File: config.mk
export PLATFORM = sky130hd
export DESIGN_NAME = dmem_wait_ctrl
export DESIGN_NICKNAME = d
export VERILOG_FILES = /design/src/rtl/dmem_wait_ctrl.sv
export SDC_FILE = /design/constraint.sdc
export NUM_CORES = 2
export LEC_CHECK = 0
export BUFFER_PORTS_ARGS = -buffer_cell sky130_fd_sc_hd__buf_4
export CORE_ASPECT_RATIO = 1.1
export CORE_MARGIN = 4
export CORE_UTILIZATION = 59
export DETAILED_ROUTE_END_ITERATION = 10
export PLACE_DENSITY = 0.75
export SLEW_MARGIN = 0
export SYNTH_ARGS = -nofsm -noshare
export SYNTH_HDL_FRONTEND = slang
export SYNTH_SLANG_ARGS = --single-unit
File: constraint.sdc
create_clock -name clk -period 3.7 [get_ports clk]
set_clock_uncertainty 0.05 [all_clocks]
set_input_delay 0.37 -clock clk [delete_from_list [all_inputs] [get_ports clk]]
set_output_delay 0.37 -clock clk [all_outputs]
set_load 0.05 [all_outputs]
File: src/rtl/dmem_wait_ctrl.sv
`default_nettype none
// ============================================================================
// Module      : dmem_wait_ctrl
// Description : Data memory with programmable wait states and a pipeline-freeze
//               handshake. The optional sticky address-error output is enabled
//               by defining DMEM_ERR_EN.
// Revision    : 1.0 - initial release
// ============================================================================
module dmem_wait_ctrl #(
    parameter int          DEPTH       = 64,
    parameter int          WAIT_CYCLES = 3,
    parameter logic [31:0] BASE_ADDR   = 32'd1024
) (
    input  logic        clk,
    input  logic        rst,
    input  logic        mem_r_en,
    input  logic        mem_w_en,
    input  logic [31:0] addr,
    input  logic [31:0] wr_data,
    output logic [31:0] rd_data,
    output logic        ready,
`ifdef DMEM_ERR_EN
    output logic        addr_err,
`endif
    output logic [3:0]  busy_cnt
);

    localparam int         IDX_W       = $clog2(DEPTH);
    localparam logic [3:0] C_WAIT_INIT = 4'(WAIT_CYCLES - 1);

    typedef enum logic [1:0] {
        S_IDLE = 2'd0,
        S_BUSY = 2'd1,
        S_DONE = 2'd2
    } state_t;

    state_t             state_q, state_d;
    logic [3:0]         busy_cnt_q, busy_cnt_d;
    logic [31:0]        rd_data_q;
    logic [IDX_W-1:0]   idx_q;
    logic [31:0]        wdata_q;
    logic               ld_q;
    logic               st_q;
    logic               err_q;
    logic [31:0]        mem_q [DEPTH];

    logic               w_req;
    logic [31:0]        w_off;
    logic [IDX_W-1:0]   w_idx;
    logic               w_err;
    logic               w_unused_bits;

    assign w_req = mem_r_en | mem_w_en;
    // Word index is taken from the wrapped byte offset; high bits simply alias.
    assign w_off = addr - BASE_ADDR;
    assign w_idx = w_off[IDX_W+1:2];
    assign w_unused_bits = ^{w_off[31:IDX_W+2], w_off[1:0]};

`ifdef DMEM_ERR_EN
    localparam logic [31:0] C_SPAN = 32'(4 * DEPTH);
    logic addr_err_q;

    assign w_err    = (addr[1:0] != 2'b00) | (addr < BASE_ADDR) | (w_off >= C_SPAN);
    assign addr_err = addr_err_q;

    always_ff @(posedge clk) begin
        if (rst) begin
            addr_err_q <= 1'b0;
        end else if (state_q == S_IDLE && w_req && w_err) begin
            addr_err_q <= 1'b1;
        end
    end
`else
    assign w_err = 1'b0;
`endif

    always_comb begin
        state_d    = state_q;
        busy_cnt_d = busy_cnt_q;
        ready      = 1'b0;
        case (state_q)
            S_IDLE: begin
                ready = ~w_req;
                if (w_req) begin
                    state_d    = S_BUSY;
                    busy_cnt_d = C_WAIT_INIT;
                end
            end
            S_BUSY: begin
                if (busy_cnt_q != 4'd0) begin
                    busy_cnt_d = busy_cnt_q - 4'd1;
                end else begin
                    state_d = S_DONE;
                end
            end
            S_DONE: begin
                ready   = 1'b1;
                state_d = S_IDLE;
            end
            default: begin
                state_d = S_IDLE;
            end
        endcase
    end

    always_ff @(posedge clk) begin
        if (rst) begin
            state_q    <= S_IDLE;
            busy_cnt_q <= 4'd0;
            rd_data_q  <= 32'd0;
            idx_q      <= '0;
            wdata_q    <= 32'd0;
            ld_q       <= 1'b0;
            st_q       <= 1'b0;
            err_q      <= 1'b0;
            for (int i = 0; i < DEPTH; i++) begin
                mem_q[i] <= 32'd0;
            end
        end else begin
            state_q    <= state_d;
            busy_cnt_q <= busy_cnt_d;
            if (state_q == S_IDLE && w_req) begin
                idx_q   <= w_idx;
                wdata_q <= wr_data;
                ld_q    <= mem_r_en;
                st_q    <= mem_w_en;
                err_q   <= w_err;
            end
            // A combined load+store reads the pre-write word at the same edge.
            if (state_q == S_BUSY && busy_cnt_q == 4'd0) begin
                if (st_q && !err_q) begin
                    mem_q[idx_q] <= wdata_q;
                end
                if (ld_q) begin
                    rd_data_q <= err_q ? 32'd0 : mem_q[idx_q];
                end
            end
        end
    end

    assign rd_data  = rd_data_q;
    assign busy_cnt = busy_cnt_q;

endmodule
`default_nettype wire

==> out/qor.csv <==
metric,value,unit
status,"finished, violations left",
violated_checks,setup timing,
syn-mean-instance-area,14.1,um^2
worst_slew_margin_rel,0.0812,
first_pass_iters,9,
power_per_cell_area,506,mW/mm^2
area_growth,12.1,%
residual_drc,0,
timing.critical_path.required,4360,ps
share_clk_of_total_power,0.383,
via_count,62000,
post_layout_nonfiller_instances,9237,
number_of_global_route_vias_before_repair,60500,
utilization,0.666,
ys_dominant_reg_cell,sky130_fd_sc_hd__edfxtp_1,
area_of_the_die,0.170,mm^2
final.period_utilization,1.04,
synth-warning-count,0,
cp-end-kind,flop,
grt_first_pass_wirelength,439,mm
cts.path.max_buffers,3,
finalNetCount,7006,
p_comb_frac,0.105,
grt_setup_unrepaired,no,
power.internal,41.0,mW
r2r_setup_slack,-130,ps
clk_pin_slew_worst_paths,70,ps
htree_levels,4,
slew_viol_final,0,
seq_area,0.0631,mm^2
dieWidth,393,um
total_leakage_power,39.2,nW
cts-buffers-inserted,206,
finalWorstSetupSlack,-133,ps
place_hpwl,190,mm
worst-slew-pin-transition,1380,ps
grt_start_max_net_pins,142,
nFillCells,10900,
ys_top_cells_by_area,"sky130_fd_sc_hd__edfxtp_1 64%, sky130_fd_sc_hd__and2_1 13%, sky130_fd_sc_hd__mux4_2 4.5%, sky130_fd_sc_hd__mux2i_1 3.9%, sky130_fd_sc_hd__a221oi_1 2.4%",
cts_resized,0,
root_buffer,sky130_fd_sc_hd__clkbuf_16,
timing.max_cap.violations,0,
synth.distinct_cells,64,
placer_s_final_routability_congestion_estimate,0.963,
peakVddDrop,0.543,mV
top_level_port_count,105,
netlist.area_leader.share,0.638,
timing.hold.worst.class,in -> reg,
synthCells,6842,
critical_path.max_fanout,29,
initial_utilization,0.594,
detail_route.wl_per_cell,33.6,um
dpl.cell_count,8805,
core_region_area,0.162,mm^2
clock_tree_from_tritoncts,yes,
placementRows,155,
grt_usage,0.363,
power.net_switching,13.8,mW
post_route_cells_drive_above_1_share,0.181,
crit_arrival,4490,ps
final_critical_path_time_including_i_o_delays_and_setup,3830,ps
grt_antenna_before_repair,36,
finalSetupViolations,1,
overflow,0,
clkSinkCount,2126,
final_cell_mix,"2048 x sky130_fd_sc_hd__edfxtp_1, 2017 x sky130_fd_sc_hd__and2_1, 493 x sky130_fd_sc_hd__buf_4, 376 x sky130_fd_sc_hd__mux2i_1, 262 x sky130_fd_sc_hd__a221oi_1",
multiInputGateArea,0.0301,mm^2
hold_ws,253,ps
synth_seq_area_share,0.654,
mostFrequentLayoutCell,sky130_fd_sc_hd__edfxtp_1,
yosys.area.top_type,sky130_fd_sc_hd__edfxtp_1,
power.share.sequential,0.512,
route.antenna.remaining_nets,0,
timing.fmax,261,MHz
postSynthNetCount,6911,
synth_area,0.0964,mm^2
async_reset_ff_frac,0,
post_synthesis_register_bit_count,2126,
switching_share,0.251,
timing.setup.critical_path_class,reg -> reg,
post_drt_via_cell_ratio,6.71,
fin_total_pwr,54.7,mW
port_buffers,78,
worstSetupStartpointType,flop,
clock_insertion_delay_worst_skew,870,ps
timing_hold_violations_final,0,
number_of_enable_flip_flop_cells_after_synthesis,2048,
iteration_0_drc_markers,9521,
wirelength,310,mm
die-height,432,um
==> power by group through the flow <==
| stage | combinational [mW] | sequential (mW) | clock, mW |
|---|---|---|---|
| after floorplan | 3.20 | 27.8 | 0 |
| final | 5.75 | 28.0 | 21.0 |
| after CTS | 5.53 | 28.0 | 21.0 |
| after detailed placement | 5.47 | 28.5 | 0 |
| after global routing | 5.85 | 28.0 | 22.0 |
| after global placement | 5.40 | 28.4 | 0 |
==> final timing paths <==
path / start / end / depth (start not counted)
min: wr_data[29] / wdata_q[29] / 4
min reg2reg: ld_q / ld_q / 2
max: idx_q[1] / rd_data[5] / 7
max reg2reg: idx_q[1] / rd_data[5] / 7
==> registers in the layout, indices dropped and copies added (netlist names) <==
name,cells
busy_cnt,4
st_q,1
ld_q,1
idx_q,6
mem_q,2048
state_q,2
wdata_q,32
rd_data,32
==> worst max-delay path: stages, from the launching register on <==
cell                        delay [ps]
sky130_fd_sc_hd__dfxtp_4           710
sky130_fd_sc_hd__buf_4             290
sky130_fd_sc_hd__mux4_2            510
sky130_fd_sc_hd__o21ai_0           740
sky130_fd_sc_hd__nand2_1           180
sky130_fd_sc_hd__a2111oi_0         830
sky130_fd_sc_hd__buf_4             270
sky130_fd_sc_hd__a211oi_1           70
==> stage by stage <==
| step | setup WS [ps] | instance area [um^2] | TNS (ps) |
|---|---|---|---|
| finish | -133 | 108000 | -133 |
| global route | 68.9 | 108000 | 0 |
| CTS | 3.60 | 108000 | 0 |
| detailed placement | 19.9 | 101000 | 0 |
| global placement | 2.24 | 101000 | 0 |
| floorplan | 771 | 96400 | 0 |
==> final cells by class <==
class / count / area share
Sequential cell: 2126 / 0.584
Tap cell: 2119 / 0.0245
Antenna cell: 10 / 0.000232
Clock inverter: 112 / 0.0100
Clock buffer: 267 / 0.0512
Inverter: 5 / 0.000220
Timing Repair Buffer: 602 / 0.0505
Multi-Input combinational cell: 3996 / 0.279
==> per-layer routing <==
layer	vias to the layer above	wire, um	part of all wire	global-route usage
li1	25200	-	-	-
met1	31000	103000	0.33	0.455
met4	26	26300	0.085	0.248
met5	-	168	0.00054	0
met2	4654	135000	0.43	0.534
met3	1116	46100	0.15	0.130
==> kinds of logic after synthesis <==
| family | after synthesis | synth area share |
|---|---|---|
| compound gates | 820 | 0.0618 |
| xor+xnor | 2 | 0.000182 |
| fa+ha+maj | 1 | 0.000130 |
| buf+inv | 720 | 0.0339 |
| flops | 2126 | 0.654 |
| mux | 582 | 0.0855 |
| simple gates | 2591 | 0.164 |
==> Yosys cell counts, types with 9 or more instances <==
library cell,n
sky130_fd_sc_hd__nor2_1,196
sky130_fd_sc_hd__nand3_1,27
sky130_fd_sc_hd__and2_1,2020
sky130_fd_sc_hd__and2_2,32
sky130_fd_sc_hd__o21ai_0,107
sky130_fd_sc_hd__mux2_2,15
sky130_fd_sc_hd__buf_6,13
sky130_fd_sc_hd__nor2_4,56
sky130_fd_sc_hd__buf_2,119
sky130_fd_sc_hd__o22ai_1,97
sky130_fd_sc_hd__clkbuf_1,376
sky130_fd_sc_hd__clkbuf_2,156
sky130_fd_sc_hd__nand4_1,11
sky130_fd_sc_hd__and3_1,15
sky130_fd_sc_hd__a221o_1,11
sky130_fd_sc_hd__buf_1,18
sky130_fd_sc_hd__mux2i_1,376
sky130_fd_sc_hd__nand2_1,113
sky130_fd_sc_hd__nor2b_1,9
sky130_fd_sc_hd__a22oi_1,94
sky130_fd_sc_hd__or2_2,67
sky130_fd_sc_hd__dfxtp_1,78
sky130_fd_sc_hd__a21oi_1,109
sky130_fd_sc_hd__a221oi_1,262
sky130_fd_sc_hd__a211oi_1,16
sky130_fd_sc_hd__o21a_1,12
sky130_fd_sc_hd__a311oi_1,9
sky130_fd_sc_hd__a22o_1,20
sky130_fd_sc_hd__buf_4,33
sky130_fd_sc_hd__mux4_2,191
sky130_fd_sc_hd__o31a_1,14
sky130_fd_sc_hd__a31oi_1,18
sky130_fd_sc_hd__o22a_1,9
sky130_fd_sc_hd__edfxtp_1,2048
==> what timing repair did <==
action	in CTS	in global routing
buffers inserted	0	0
endpoints found under the hold margin	41	0
endpoints found under the setup margin	0	0
hold buffers	43	0
No activity file was read; power rests on OpenSTA's default activity.
